==> src/rtl/axis_pkg.sv <==
// Shared AXI-Stream helpers for the loader/unloader pair: FSM state encoding
// and the two-entry skid handshake equations, so both stream ends use the
// identical ready/valid behaviour.
package axis_pkg;

    typedef enum logic {
        ST_HEAD = 1'b0,
        ST_BODY = 1'b1
    } state_e;

    // Early source ready: accept next cycle unless the skid would overflow.
    function automatic logic src_ready(
        input logic dst_ready,
        input logic tmp_v,
        input logic dst_v,
        input logic src_v
    );
        return dst_ready || !(tmp_v || (dst_v && src_v));
    endfunction

    // Next valid of the output entry.
    function automatic logic dst_valid(
        input logic src_rdy_q,
        input logic src_v,
        input logic dst_ready,
        input logic dst_v,
        input logic tmp_v
    );
        logic v;
        v = dst_v;
        if (src_rdy_q) begin
            if (dst_ready || !dst_v) begin
                v = src_v;
            end
        end else if (dst_ready) begin
            v = tmp_v;
        end
        return v;
    endfunction

    // Next valid of the temp entry; it only fills while the output is held.
    function automatic logic tmp_valid(
        input logic src_rdy_q,
        input logic src_v,
        input logic dst_ready,
        input logic dst_v,
        input logic tmp_v
    );
        logic v;
        v = tmp_v;
        if (src_rdy_q) begin
            if (!(dst_ready || !dst_v)) begin
                v = src_v;
            end
        end else if (dst_ready) begin
            v = 1'b0;
        end
        return v;
    endfunction

endpackage

==> src/rtl/skid_core.sv <==
// Two-entry registered skid buffer (output entry + temp entry).
// Ports:
//   clock, reset          clock, asynchronous active-high reset
//   s_tvalid/s_tready     upstream handshake (s_tready is registered)
//   s_tdata [WIDTH]       upstream payload
//   m_tvalid/m_tready     downstream handshake (m_tvalid is registered)
//   m_tdata [WIDTH]       downstream payload (registered)
module skid_core
    import axis_pkg::*;
#(
    parameter int unsigned WIDTH = 8
) (
    input  logic             clock,
    input  logic             reset,
    input  logic             s_tvalid,
    output logic             s_tready,
    input  logic [WIDTH-1:0] s_tdata,
    output logic             m_tvalid,
    input  logic             m_tready,
    output logic [WIDTH-1:0] m_tdata
);

    logic             rdy_q, rdy_d;
    logic             dst_valid_q, dst_valid_d;
    logic             tmp_valid_q, tmp_valid_d;
    logic [WIDTH-1:0] dst_data_q, dst_data_d;
    logic [WIDTH-1:0] tmp_data_q, tmp_data_d;

    // Next-state for handshake flags and payload steering.
    always_comb begin
        rdy_d       = src_ready(m_tready, tmp_valid_q, dst_valid_q, s_tvalid);
        dst_valid_d = dst_valid(rdy_q, s_tvalid, m_tready, dst_valid_q, tmp_valid_q);
        tmp_valid_d = tmp_valid(rdy_q, s_tvalid, m_tready, dst_valid_q, tmp_valid_q);
        dst_data_d  = dst_data_q;
        tmp_data_d  = tmp_data_q;
        if (rdy_q) begin
            // Input goes to output when it is empty or draining, else parks in temp.
            if (m_tready || !dst_valid_q) begin
                dst_data_d = s_tdata;
            end else begin
                tmp_data_d = s_tdata;
            end
        end else if (m_tready) begin
            dst_data_d = tmp_data_q;
        end
    end

    // Control flops.
    always_ff @(posedge clock or posedge reset) begin
        if (reset) begin
            rdy_q       <= 1'b0;
            dst_valid_q <= 1'b0;
            tmp_valid_q <= 1'b0;
        end else begin
            rdy_q       <= rdy_d;
            dst_valid_q <= dst_valid_d;
            tmp_valid_q <= tmp_valid_d;
        end
    end

    // Payload flops; contents are don't-care while the matching valid is low.
    always_ff @(posedge clock) begin
        dst_data_q <= dst_data_d;
        tmp_data_q <= tmp_data_d;
    end

    assign s_tready = rdy_q;
    assign m_tvalid = dst_valid_q;
    assign m_tdata  = dst_data_q;

endmodule

==> src/rtl/skid_unloader.sv <==
// AXI-Stream header extractor: the first HEADER words of each packet go to the
// h_* port through a single register, the rest go to m_* through a two-entry
// skid. Optional macro SKID_UNLOADER_BYPASS_EN adds strip_en, sampled on the
// first word of a packet; when low the whole packet is forwarded to m_*.
// Ports:
//   clock, reset                       clock, asynchronous active-high reset
//   strip_en                           (bypass build only) strip this packet
//   s_tvalid/s_tready/s_tlast/s_tdata  input stream
//   h_tvalid/h_tready/h_tlast/h_tdata  header words, h_tlast marks the last one
//   m_tvalid/m_tready/m_tlast/m_tdata  body stream
module skid_unloader
    import axis_pkg::*;
#(
    parameter int unsigned WIDTH  = 8,
    parameter int unsigned HEADER = 1
) (
    input  logic             clock,
    input  logic             reset,
`ifdef SKID_UNLOADER_BYPASS_EN
    input  logic             strip_en,
`endif
    input  logic             s_tvalid,
    output logic             s_tready,
    input  logic             s_tlast,
    input  logic [WIDTH-1:0] s_tdata,
    output logic             h_tvalid,
    input  logic             h_tready,
    output logic             h_tlast,
    output logic [WIDTH-1:0] h_tdata,
    output logic             m_tvalid,
    input  logic             m_tready,
    output logic             m_tlast,
    output logic [WIDTH-1:0] m_tdata
);

    localparam int unsigned CBITS = $clog2(HEADER + 1);

    if (HEADER == 0) begin : g_header_check
        $error("skid_unloader: HEADER must be >= 1");
    end

    state_e           state_q, state_d;
    logic [CBITS-1:0] hcnt_q, hcnt_d;
    logic             run_q;
    logic             h_tvalid_q, h_tvalid_d;
    logic             h_tlast_q, h_tlast_d;
    logic [WIDTH-1:0] h_tdata_q, h_tdata_d;

    logic             bypass_c;
    logic             body_sel_c;
    logic             hdr_ready_c;
    logic             hdr_xfer_c;
    logic             body_xfer_c;
    logic             hdr_end_c;
    logic             core_s_tvalid;
    logic             core_s_tready;
    logic [WIDTH:0]   core_m_data;

`ifdef SKID_UNLOADER_BYPASS_EN
    // Only the first word of a packet may opt out of stripping.
    assign bypass_c = (state_q == ST_HEAD) && (hcnt_q == '0) && !strip_en;
`else
    assign bypass_c = 1'b0;
`endif

    // Current source word is routed into the body skid.
    assign body_sel_c  = (state_q == ST_BODY) || bypass_c;
    // run_q keeps s_tready low through reset and until the first clock edge.
    assign hdr_ready_c = run_q && (!h_tvalid_q || h_tready);
    assign s_tready    = body_sel_c ? core_s_tready : hdr_ready_c;

    assign core_s_tvalid = s_tvalid && body_sel_c;
    assign hdr_xfer_c    = s_tvalid && hdr_ready_c && !body_sel_c;
    assign body_xfer_c   = s_tvalid && core_s_tready && body_sel_c;
    assign hdr_end_c     = (hcnt_q == CBITS'(HEADER - 1));

    // Header register and packet-phase next state.
    always_comb begin
        state_d    = state_q;
        hcnt_d     = hcnt_q;
        h_tvalid_d = h_tvalid_q;
        h_tlast_d  = h_tlast_q;
        h_tdata_d  = h_tdata_q;

        if (h_tvalid_q && h_tready) begin
            h_tvalid_d = 1'b0;
        end

        if (hdr_xfer_c) begin
            h_tvalid_d = 1'b1;
            h_tdata_d  = s_tdata;
            h_tlast_d  = s_tlast || hdr_end_c;
            if (s_tlast || hdr_end_c) begin
                hcnt_d = '0;
                // A short packet ends inside the header and never reaches m.
                if (!s_tlast) begin
                    state_d = ST_BODY;
                end
            end else begin
                hcnt_d = hcnt_q + CBITS'(1);
            end
        end

        if (body_xfer_c) begin
            state_d = s_tlast ? ST_HEAD : ST_BODY;
        end
    end

    // Control flops.
    always_ff @(posedge clock or posedge reset) begin
        if (reset) begin
            state_q    <= ST_HEAD;
            hcnt_q     <= '0;
            run_q      <= 1'b0;
            h_tvalid_q <= 1'b0;
        end else begin
            state_q    <= state_d;
            hcnt_q     <= hcnt_d;
            run_q      <= 1'b1;
            h_tvalid_q <= h_tvalid_d;
        end
    end

    // Header payload; don't-care while h_tvalid is low.
    always_ff @(posedge clock) begin
        h_tlast_q <= h_tlast_d;
        h_tdata_q <= h_tdata_d;
    end

    assign h_tvalid = h_tvalid_q;
    assign h_tlast  = h_tlast_q;
    assign h_tdata  = h_tdata_q;

    skid_core #(
        .WIDTH(WIDTH + 1)
    ) u_body (
        .clock   (clock),
        .reset   (reset),
        .s_tvalid(core_s_tvalid),
        .s_tready(core_s_tready),
        .s_tdata ({s_tlast, s_tdata}),
        .m_tvalid(m_tvalid),
        .m_tready(m_tready),
        .m_tdata (core_m_data)
    );

    assign m_tlast = core_m_data[WIDTH];
    assign m_tdata = core_m_data[WIDTH-1:0];

endmodule

==> config.mk <==
export PLATFORM = sky130hd
export DESIGN_NAME = skid_unloader
export DESIGN_NICKNAME = d
export VERILOG_FILES = /design/src/rtl/axis_pkg.sv /design/src/rtl/skid_core.sv /design/src/rtl/skid_unloader.sv
export SDC_FILE = /design/constraint.sdc
export NUM_CORES = 1
export LEC_CHECK = 0
export CORE_UTILIZATION = 25
export DETAILED_ROUTE_END_ITERATION = 8
export GPL_TIMING_DRIVEN = 0
export SKIP_LAST_GASP = 1
export SYNTH_ARGS = -nofsm -noshare
export SYNTH_HDL_FRONTEND = slang
export SYNTH_SLANG_ARGS = --single-unit
==> constraint.sdc <==
create_clock -name clock -period 2.2 [get_ports clock]
set_input_delay 0.33 -clock clock [delete_from_list [all_inputs] [get_ports clock]]
set_output_delay 0.33 -clock clock [all_outputs]
set_load 0.005 [all_outputs]
==> out/metrics.yaml, run 1 <==
die_width_um: 73.52
row_count: 25
ff2ff_path_depth: 4
cp.depth: 5
worst-path-buf-inv: 2
clock.fmax_ghz: 0.4893
r2r_slack_ps: 410
diodes: 0
ant_nets: 0
gr-usage-all-layers: 0.09347
dr_total_vias: 734
slew_headroom: 0.3739
arrival_ps: 1710
viasPerCell: 4.055
netlist_area_mm2: 0.001279
routed_wl_um: 2266
cts_buffer_depth: 2
post_cts_buffers: 0
clock_skew_ps: 7.149
final_max_slew_viol_count: 0
slowest_stage: "clkdlybuf4s50_1"
slowest_delay_ps: 530
cts_hold_buffers: 0
die_h_um: 73.52
start_kind: "input pin"
holdCritPathClass: "input pin to async pin"
hold_ws_ps: 280.0
power_density_mw_per_mm2: 863.6
worst_ep_required_time_ps: 1870
critPathCaptureType: "primary output"
outcome: "completed"
final_common_cell: "clkdlybuf4s50_1"
ys_ff_latch: 34
nets: 127
multi_input_area_um2: 259.0
clockRootBuffer: "clkbuf_8"
p_leak_nw: 0.6829
fillerInstances: 483
first_global_vias: 731
crit_path_max_fanout: 4
dp_hpwl_um: 1561
clk_pin_slew_ps: 70
crit_top_cell: "clkdlybuf4s50_1"
synth-seq-area-share: 0.7710
postCtsResizedCells: 0
mostFrequentLayoutCells: "clkdlybuf4s50_1, edfxtp_1, dfrtp_1"
p_total_w: 0.001567
wl_per_cell_um: 12.52
r2r-end: "u_body.m_tdata[3]"
grt_setup_unrepaired: "no"
final_area_mm2: 0.001814
endpoint: "s_tready"
die_area_mm2: 0.005405
io_pins: 35
period_minus_slack_ps: 2044
irDropWorstVdd_v: 0.0002582
drc_errors: 0
place_area_mm2: 0.001708
power.switching_w: 0.0003175
p_clk_frac: 0.346
maxCapViolCount: 0
internal-power_w: 0.001249
cts_sinks: 34
finalCritPeriodShare: 0.9290
initial_core_util: 0.2655
swShare: 0.2027
path_cells: "clkdlybuf4s50_1, nand2b_1, nand2_1, o21ai_0, clkdlybuf4s50_1"
crit_family: "buffers and inverters"
first_pass_iters: 4
first_iter_violations: 40
r2r_start: "u_body.s_tready"
setup_violations: 0
cts_tree: "built"
yosysWarnings: 0
seq_area_um2: 985.9
finalHoldViolCount: 0
ctsHtreeMaxLevel: 2
core-area_mm2: 0.004817
synthCells: 72
worstMarginPinSlew_ps: 937.2
pwr-share-comb: 0.148
clk_latency_ps: 280
ys_types: 22
antenna_found_initial: 0
io_buffers: 34
grt_pass1_wl_um: 3574
pwr-share-seq: 0.506
critPathLaunch: "h_tready"
grt_max_degree: 11
drive_above_1_share: 0.1579
synth_fp_nets: 86
numCtsBuffers: 5
area_growth_pct: 41.88
crit_type: "input pin to primary output"
overflow: 0
avgSynthCellArea_um2: 17.76
gp_congestion: 0.6936
-- worst reg2reg max path, cell delays in order (launching register included) --
cell	delay (ps)
dfrtp_1	340
buf_6	140
buf_12	140
inv_1	50
o21bai_1	740
-- layer usage --
layer / vias up / global-route usage / part of all wire
li1: 345 / - / -
met1: 355 / 0.1056 / 0.43
met2: 29 / 0.1468 / 0.46
met3: 5 / 0.04252 / 0.088
met4: 0 / 0.05128 / 0.021
met5: - / 0 / 0
-- worst min-delay path by stage --
| stage | cells past startpoint | end | slack, ps |
|---|---|---|---|
| 2_1_floorplan | 1 | body_sel_c | 130 |
| 3_3_place_gp | 1 | u_body.s_tready | 490 |
| 3_5_place_dp | 1 | u_body.s_tready | 520 |
| 4_1_cts | 2 | h_tvalid | 280 |
| 5_1_grt | 2 | h_tvalid | 320 |
| 6_report | 2 | h_tvalid | 280 |
-- cell families (layout without fill, tap and decap cells) --
family,Yosys count,in the layout,share of synthesized area
muxes,10,10,0.09588
and+or+nand+nor,15,15,0.05871
AOI/OAI and AO/OA,8,8,0.04110
other,1,1,0.002933
DFF,34,34,0.7710
buffers and inverters,4,46,0.03033
-- power groups by stage --
stage / sequential [W] / combinational (W) / clock [W]
after floorplan: 0.000808 / 0.0000959 / 0
after global placement: 0.000805 / 0.000230 / 0
after detailed placement: 0.000807 / 0.000235 / 0
after CTS: 0.000793 / 0.000237 / 0.000562
after global routing: 0.000800 / 0.000253 / 0.000585
final: 0.000793 / 0.000233 / 0.000542
-- state kept, by name (all words and copies together) (netlist names) --
name,count
u_body.m_tdata,9
u_body.tmp_data_q,9
h_tdata,8
body_sel_c,1
h_tlast,1
h_tvalid,1
hcnt_q,1
run_q,1
u_body.m_tvalid,1
u_body.s_tready,1
u_body.tmp_valid_q,1
-- per-stage QoR --
step | setup slack (ps) | instances | util | setup TNS, ps
floorplan | 508.6 | 72 | - | 0
global placement | -522.5 | 173 | 0.3535 | -5085
detailed placement | 16.03 | 173 | 0.3545 | 0
CTS | 159.2 | 181 | 0.3766 | 0
global route | 22.79 | 181 | 0.3766 | 0
finish | 156.3 | 181 | 0.3766 | 0
-- layout make-up --
cell class / instances / share of cell area
Buffer: 2 / 0.01724
Clock buffer: 7 / 0.04207
Clock inverter: 1 / 0.01655
Inverter: 2 / 0.004138
Multi-Input combinational cell: 34 / 0.1428
Sequential cell: 34 / 0.5434
Tap cell: 67 / 0.04621
Timing Repair Buffer: 34 / 0.1876
-- Yosys cell counts --
master | number | share of area
nor3b_1 | 1 | 0.0059
o211ai_1 | 1 | 0.0059
conb_1 | 1 | 0.0029
nand3_1 | 2 | 0.0078
mux2_4 | 3 | 0.035
nand2b_1 | 3 | 0.015
buf_6 | 1 | 0.0088
mux2i_1 | 1 | 0.0078
buf_12 | 1 | 0.016
o21bai_1 | 2 | 0.012
a311oi_1 | 1 | 0.0069
nand2_1 | 4 | 0.012
mux2_2 | 6 | 0.053
inv_1 | 2 | 0.0059
edfxtp_1 | 27 | 0.63
a31oi_1 | 1 | 0.0049
and3_1 | 1 | 0.0049
dfrtp_1 | 7 | 0.14
o21ai_1 | 1 | 0.0039
o21ai_0 | 2 | 0.0078
nor2b_1 | 1 | 0.0049
nor2_1 | 3 | 0.0088
Note: power is estimated with default switching activity, not from simulation.
==> run 2: changes to the inputs <==
--- a/config.mk
+++ b/config.mk
@@ -5,6 +5,7 @@
 export SDC_FILE = /design/constraint.sdc
 export NUM_CORES = 1
 export LEC_CHECK = 0
+export CAP_MARGIN = 10
 export CORE_UTILIZATION = 25
 export DETAILED_ROUTE_END_ITERATION = 8
 export GPL_TIMING_DRIVEN = 0
==> results of run 2 <==
Same layout as run 1: the final DEF is identical, and so are final timing and power.
